## src/rtl/dot_accum_12.sv

```systemverilog
// Accumulate NUM_PART signed partial dot products, add bias, optional ReLU,
// saturate to data_len bits and emit one registered result per group.
`ifndef DATA_LEN
`define DATA_LEN 16
`endif

module dot_accum_12 #(
    parameter int unsigned                   NUM_PART = 3,
    parameter logic signed [`DATA_LEN-1:0]   BIAS     = '0,
    parameter bit                            RELU_EN  = 1'b1,
    parameter int unsigned                   ACC_EXT  = 4
) (
    input  logic                         clk,
    input  logic                         rst,
    input  logic                         clr,
    input  logic                         in_valid,
    input  logic signed [`DATA_LEN-1:0]  in_data,
    output logic                         out_valid,
    output logic signed [`DATA_LEN-1:0]  out_data,
    output logic                         out_sat,
    output logic                         busy
);

    localparam int unsigned DW = `DATA_LEN;
    localparam int unsigned AW = DW + ACC_EXT;
    localparam int unsigned CW = 3;

    localparam logic signed [AW-1:0] T_MAX = {{(ACC_EXT+1){1'b0}}, {(DW-1){1'b1}}};
    localparam logic signed [AW-1:0] T_MIN = {{(ACC_EXT+1){1'b1}}, {(DW-1){1'b0}}};
    localparam logic signed [DW-1:0] D_MAX = {1'b0, {(DW-1){1'b1}}};
    localparam logic signed [DW-1:0] D_MIN = {1'b1, {(DW-1){1'b0}}};

    if (NUM_PART < 1 || NUM_PART > 8) begin : g_bad_num_part
        $error("dot_accum_12: NUM_PART must be in 1..8");
    end
    if (ACC_EXT < $clog2(NUM_PART + 1)) begin : g_bad_acc_ext
        $error("dot_accum_12: ACC_EXT too small for NUM_PART plus bias");
    end

    logic [CW-1:0]          part_cnt_q, part_cnt_d;
    logic signed [AW-1:0]   acc_q, acc_d;
    logic signed [AW-1:0]   sum_q, sum_d;
    logic                   pend_q, pend_d;
    logic                   out_valid_q, out_valid_d;
    logic signed [DW-1:0]   out_data_q, out_data_d;
    logic                   out_sat_q, out_sat_d;
    logic                   busy_q, busy_d;

    logic signed [AW-1:0]   in_ext;
    logic signed [AW-1:0]   acc_next;
    logic signed [AW-1:0]   t_full;
    logic                   part_last;

    assign in_ext    = AW'(in_data);
    assign part_last = (part_cnt_q == CW'(NUM_PART - 1));
    assign acc_next  = (part_cnt_q == '0) ? in_ext : (acc_q + in_ext);
    assign t_full    = sum_q + AW'(BIAS);

    // Stage 1: group accumulation; clr drops the partial group and any same-cycle input.
    always_comb begin
        part_cnt_d = part_cnt_q;
        acc_d      = acc_q;
        sum_d      = sum_q;
        pend_d     = 1'b0;
        if (clr) begin
            part_cnt_d = '0;
        end else if (in_valid) begin
            acc_d = acc_next;
            if (part_last) begin
                part_cnt_d = '0;
                sum_d      = acc_next;
                pend_d     = 1'b1;
            end else begin
                part_cnt_d = part_cnt_q + CW'(1);
            end
        end
    end

    // Stage 2: bias, ReLU and saturation; data/sat hold between pulses.
    always_comb begin
        out_valid_d = pend_q;
        out_data_d  = out_data_q;
        out_sat_d   = out_sat_q;
        if (pend_q) begin
            if (RELU_EN && (t_full < 0)) begin
                out_data_d = '0;
                out_sat_d  = 1'b0;
            end else if (t_full > T_MAX) begin
                out_data_d = D_MAX;
                out_sat_d  = 1'b1;
            end else if (t_full < T_MIN) begin
                out_data_d = D_MIN;
                out_sat_d  = 1'b1;
            end else begin
                out_data_d = DW'(t_full);
                out_sat_d  = 1'b0;
            end
        end
        busy_d = (part_cnt_d != '0) | pend_d | out_valid_d;
    end

    always_ff @(posedge clk) begin
        if (rst) begin
            part_cnt_q  <= '0;
            acc_q       <= '0;
            sum_q       <= '0;
            pend_q      <= 1'b0;
            out_valid_q <= 1'b0;
            out_data_q  <= '0;
            out_sat_q   <= 1'b0;
            busy_q      <= 1'b0;
        end else begin
            part_cnt_q  <= part_cnt_d;
            acc_q       <= acc_d;
            sum_q       <= sum_d;
            pend_q      <= pend_d;
            out_valid_q <= out_valid_d;
            out_data_q  <= out_data_d;
            out_sat_q   <= out_sat_d;
            busy_q      <= busy_d;
        end
    end

    assign out_valid = out_valid_q;
    assign out_data  = out_data_q;
    assign out_sat   = out_sat_q;
    assign busy      = busy_q;

endmodule

```

## config.mk

```make
export PLATFORM = sky130hd
export DESIGN_NAME = dot_accum_12
export DESIGN_NICKNAME = d
export VERILOG_FILES = /design/src/rtl/dot_accum_12.sv
export SDC_FILE = /design/constraint.sdc
export NUM_CORES = 1
export LEC_CHECK = 0
export ABC_AREA = 1
export CORE_MARGIN = 4
export CORE_UTILIZATION = 50
export DETAILED_ROUTE_END_ITERATION = 6
export MAX_ROUTING_LAYER = met4
export PLACE_DENSITY = 0.81
export SYNTH_ARGS = -nofsm -noshare
export SYNTH_HDL_FRONTEND = slang
export SYNTH_SLANG_ARGS = --single-unit
```

## constraint.sdc

```tcl
create_clock -name clk -period 1.7 [get_ports clk]
set_input_delay 0.34 -clock clk [delete_from_list [all_inputs] [get_ports clk]]
set_output_delay 0.34 -clock clk [all_outputs]
set_load 0.01 [all_outputs]
```

==> impl_metrics.toml, run 1 <==
[yosys]
async_flop_share_pct = 0
synth_cell_types = 33
synth_top_area_share_pct = 32.58
postSynthCellCount = 580
ys_ff_latch = 63
netlist_area_sq_mm = 0.003871
synth_warnings = 0
ys_seq_area_share_pct = 32.58
synth_top_cell_by_area = "dfxtp_1"
synth_top_flop_cell = "dfxtp_1"
ys_top_cells_by_count = "nand2_1, inv_1, dfxtp_1"
synth_enable_flop_cells = 0
yosysMostFrequentCell = "nand2_1"
avgSynthCellArea_sq_um = 6.675
synth.area.top_cells = "dfxtp_1, nand2_1, inv_1, ha_1, nand3_1"
postSynthNetCount = 620

[cts]
htreeDepth = 3
clockBufferDepth = 2
clock-sinks = 63
cts.clk_slew.worst_paths_ns = 0.08
numCtsBuffers = 9
cts_tree = "done"
insertion_delay_ns = 0.35
cts-root-buf = "clkbuf_8"

[worst_setup_path]
crit_family = "adder cells"
crit_path_cell_trace = "ha_4, inv_2, fa_2, buf_4, or2_2, a31oi_1, inv_1, nand2_1, o211ai_1, inv_1"
worstSetupPathType = "reg2reg"
r2r_start = "acc_q[0]"
start_kind = "register"
crit_buf_inv = 4
endpoint_kind = "register"
path_max_fanout = 2
crit_required_ns = 1.99
cp.arrival_ns = 2.11
crit_top_cell = "inv_1"
crit_path_start = "acc_q[0]"
crit_path_max_incr_delay_ns = 0.35
crit_path_top_delay_cell = "dfxtp_2"

[timing]
finalCriticalPeriod_ns = 1.818
slew_headroom_pct = 74.14
report.final.hold_viol_count = 0
slew_viol_final = 0
worst_pin_slew_ns = 0.3839
fin_tns_setup_ns = -0.8026
setup_ws_ns = -0.1176
period_share_pct = 106.9
fmax_mhz = 550.2
rsz0062_at_grt = "yes"
worst_clock_skew_ns = 0.01692
setup_viol = 14

[global_route]
grt_pass1_wl_mm = 17.11
gr-usage-all-layers_pct = 24.47
first_global_vias = 3835
grt_overflow = 0
grt_max_degree = 30
antenna_found_initial = 0

[layout]
areaGrowthSynthToFinish_pct = 37.49
stdcell_area_sq_mm = 0.005323
multi_input_area_sq_mm = 0.002621
final_nets = 701
stdcell_count = 764
seq_area_sq_mm = 0.001280
n_fill_cell = 580
drive_gt1_share_pct = 27.67
diodes = 0
post-route-util_pct = 72.22

[floorplanning]
core-area_sq_mm = 0.007370
die_y_microns = 95.99
die_w_microns = 95.99
ios = 39
num_rows = 31
dieArea_sq_mm = 0.009214
initial_core_util_pct = 52.53

[pwr]
pwr_density_cell_mw_per_mm2 = 726.1
max-vdd-ir-drop_v = 0.0005304
p_total_uw = 3865
power.leakage_uw = 0.002514

[status]
violations = "negative setup slack"
status = "complete, but fails checks"

[job]
drv_cap = 0

[drt]
drt-pass1-iter-count = 5
num_vias = 4023
via_per_inst = 5.266
wirelength_mm = 10.83
ant_nets = 0
drtIter0Drc = 231
routedWlPerCell_microns = 14.18
drcViolationCount = 0

[place]
portBuffers = 38
gp_congestion = 0.9627
placed_area_sq_mm = 0.004648
dp_hpwl_mm = 7.602
place_inst = 741

[worst_hold_path]
hold_path.class = "reg2reg"
hold_path.startpoint = "out_data[15]"
-- through the flow --
step	hold slack (ns)	worst slack, ns
floorplan	0.4619	0.02215
global placement	0.4266	-0.6259
detailed placement	0.4351	-0.6657
CTS	0.4454	-0.1034
global route	0.4580	-0.2225
finish	0.4480	-0.1176
-- final timing paths --
kind,to,slack [ns],cells after the start
setup / recovery,acc_q[2],-0.12,10
hold / removal,out_data[15],0.45,2
setup reg to reg,acc_q[2],-0.12,10
hold reg to reg,out_data[15],0.45,2
-- sequential cells by signal, indices dropped and copies added, names as in the netlist --
signal / count
out_valid_d: 1
out_data: 16
out_sat: 1
part_cnt_q: 3
busy: 1
acc_q: 20
out_valid: 1
sum_q: 20
-- placed cells by master, fill, tap and decap left out, drive strengths merged, types with 2 or more instances in the layout --
master,instances
a31oi,16
xnor2,5
inv,85
or2,2
o211ai,4
buf,52
nand3b,4
o21a,12
nand3,51
o21bai,7
nor2,65
a21oi,21
clkbuf,12
o21ai,26
clkdlybuf4s50,22
dlygate4sd2,15
ha,19
and2,4
nand2,171
dfxtp,63
-- cell families (layout without fill, tap and decap cells) --
| logic type | count (synthesis) | count (layout) | synth area share, % |
|---|---|---|---|
| buffers and inverters | 104 | 189 | 10.99 |
| adder cells (fa/ha/maj) | 20 | 20 | 6.658 |
| XOR/XNOR | 6 | 6 | 1.357 |
| AND/OR/NAND/NOR | 298 | 298 | 34.10 |
| multiplexers | 1 | 1 | 0.2586 |
| flip-flops | 63 | 63 | 32.58 |
| AO/OA/AOI/OAI | 88 | 88 | 14.06 |
-- repair_timing --
item	in CTS	in global routing
resized for setup	55	60
hold buffers	0	0
endpoints found under the setup margin	37	33
pin swaps	17	18
buffers inserted	2	6
-- power by group --
part / internal, uW / switching [uW] / total [uW]
registers: 1520 / 38.3 / 1560
logic: 435 / 532 / 967
clock network: 747 / 593 / 1340
total: 2700 / 1160 / 3860
-- final cells by class --
class,count,share of cell area (%)
clock buffer,12,2.915
clock inverter,3,0.7992
inverter,85,5.994
multi-input combinational,413,49.25
sequential,63,24.05
tap,99,2.327
timing repair buffer,89,14.67
-- worst min-delay path: stages, from the launching register on --
cell and delay [ns]:
dfxtp_1 0.31, nand2_1 0.06, nor2_1 0.04
-- per-layer routing --
layer	up-vias	GRT usage, %	routed length (microns)
met5	-	-	0
met4	0	12.68	468
met3	38	3.675	529
met2	139	41.63	5382
met1	1835	27.72	4453
li1	2011	-	-
Power figures use the tool's default switching activity.
==> run 2, diff against run 1 <==
Settings changed: HOLD_SLACK_MARGIN from default to 0.05, SETUP_SLACK_MARGIN from default to 0.4, SLEW_MARGIN from default to 20.
==> impl_metrics.toml, run 2 (synthesis gave the netlist of run 1 again) <==
[job]
drv_cap = 0

[drt]
via_per_inst = 5.373
routedWlPerCell_microns = 15.36
num_vias = 4137
drt-pass1-iter-count = 5
wirelength_mm = 11.83
ant_nets = 0
drtIter0Drc = 279
drcViolationCount = 0

[cts]
postCtsHoldBufs = 0
clock-sinks = 63
cts-root-buf = "clkbuf_8"
insertion_delay_ns = 0.35
htreeDepth = 3
cts.clk_slew.worst_paths_ns = 0.08
numCtsBuffers = 9
cts_tree = "done"
clockBufferDepth = 2

[worst_setup_path]
worstRegToRegCells = 12
path_max_fanout = 3
regToRegSetupSlack_ns = -0.16
worstSetupPathType = "reg2reg"
crit_path_cell_trace = "ha_4, inv_2, fa_2, inv_2, nand3_2, nand3_2, nand2_1, nand2_2, xnor2_2, o21ai_2, o21ai_1, inv_1"
cp.arrival_ns = 2.11
crit_path_top_delay_cell = "dfxtp_2"
crit_path_max_incr_delay_ns = 0.35
endpoint_kind = "register"
crit_required_ns = 1.95
start_kind = "register"

[pwr]
netSwitchingPower_uw = 1293
seqPwrFrac_pct = 37.5
power.leakage_uw = 0.002710
pwr-share-clk_pct = 34.8
p_total_uw = 4154
pwr_density_cell_mw_per_mm2 = 727.8
max-vdd-ir-drop_v = 0.0003759
p_int_uw = 2861
swShare_pct = 31.13
power_frac_comb_pct = 27.7

[worst_hold_path]
hold_depth = 2
hold_path.class = "reg2reg"

[floorplanning]
die_y_microns = 95.99
ios = 39
initial_core_util_pct = 52.53
num_rows = 31
dieArea_sq_mm = 0.009214
core-area_sq_mm = 0.007370
die_w_microns = 95.99

[status]
violations = "negative setup slack"
status = "complete, but fails checks"

[place]
dp_hpwl_mm = 7.582
portBuffers = 38
gp_congestion = 0.9347

[timing]
setup_viol = 22
finalCriticalPeriod_ns = 1.860
rsz0062_at_grt = "yes"
report.final.hold_viol_count = 0
period_share_pct = 109.4
worst_pin_slew_ns = 0.3709
fin_tns_setup_ns = -0.9896
setup_ws_ns = -0.1603
slew_headroom_pct = 75.20
fmax_mhz = 537.5
worst_clock_skew_ns = 0.01413
slew_viol_final = 0

[layout]
post-route-util_pct = 77.45
final_nets = 706
layout_common_cells = "nand2_1, inv_1, nor2_1, dfxtp_1, buf_4"
areaGrowthSynthToFinish_pct = 47.45
mostFrequentLayoutCell = "nand2_1"
drive_gt1_share_pct = 35.92
diodes = 0

[global_route]
first_global_vias = 3847
grt_max_degree = 40
grt_pass1_wl_mm = 17.95
antenna_found_initial = 0
gr-usage-all-layers_pct = 25.54
grt_overflow = 0
-- run 2: cell count changes in the layout (fill, tap and decap cells not counted), sizes merged --
cell           previous run  this run
buf                      52        54
bufbuf                    0         1
bufinv                    1         2
clkbuf                   12        17
clkdlybuf4s15             0         8
clkdlybuf4s50            22         2
clkinv                    1         2
clkinvlp                  1         2
dlygate4sd2              15        21
nor2                     65        66
-- run 2: metal layers --
metal / vias to the layer above / global-route usage [%] / share of wire [%]
li1: 2031 / - / -
met1: 1931 / 31.35 / 42
met2: 141 / 42.32 / 49
met3: 34 / 3.987 / 5.8
met4: 0 / 9.242 / 2.6
met5: - / - / 0
-- run 2: worst paths after layout --
path | to | from
max reg2reg | acc_q[6] | acc_q[0]
max | acc_q[6] | acc_q[0]
min reg2reg | out_data[15] | out_data[15]
min | out_data[15] | out_data[15]
-- run 2: per-stage QoR --
| stage | hold slack [ns] | area, sq um | worst slack (ns) | cells |
|---|---|---|---|---|
| after floorplan | 0.4619 | 4167 | 0.03214 | 580 |
| after global placement | 0.4256 | 4927 | -0.6049 | 738 |
| after detailed placement | 0.4547 | 4927 | -0.6771 | 738 |
| after CTS | 0.4618 | 5391 | -0.04758 | 760 |
| after global routing | 0.4909 | 5708 | -0.2111 | 770 |
| final | 0.4566 | 5708 | -0.1603 | 770 |
-- run 2: cell type report --
cell class	count	area (sq um)
Clock buffer	10	127.6
Clock inverter	6	85.08
Fill cell	506	1662
Sequential cell	63	1282
Multi-Input combinational cell	414	2885
Inverter	85	324.1
Tap cell	99	123.9
Timing Repair Buffer	93	879.6
-- run 2: power groups by stage --
stage	Sequential, uW	Clock [uW]	Combinational (uW)
global route	1560	1520	1240
detailed placement	1580	0	880
global placement	1580	0	860
CTS	1560	1450	976
floorplan	1580	0	581
finish	1560	1440	1150
-- run 2: critical path, delay by kind of cell, from the launching register on --
kind	cells	cell delay, ns
DFF	1	0.35
adders and majority gates	2	0.47
buffers and inverters	3	0.18
xor gates and xnor gates	1	0.12
and+or+nand+nor	4	0.33
AOI/OAI and AO/OA	2	0.30
-- run 2: timing repair --
item,CTS,global route
setup buffers,4,9
endpoints found under the setup margin,59,55
pin swaps,24,52
gates cloned,2,1
endpoints found under the hold margin,0,0
resized for setup,104,93
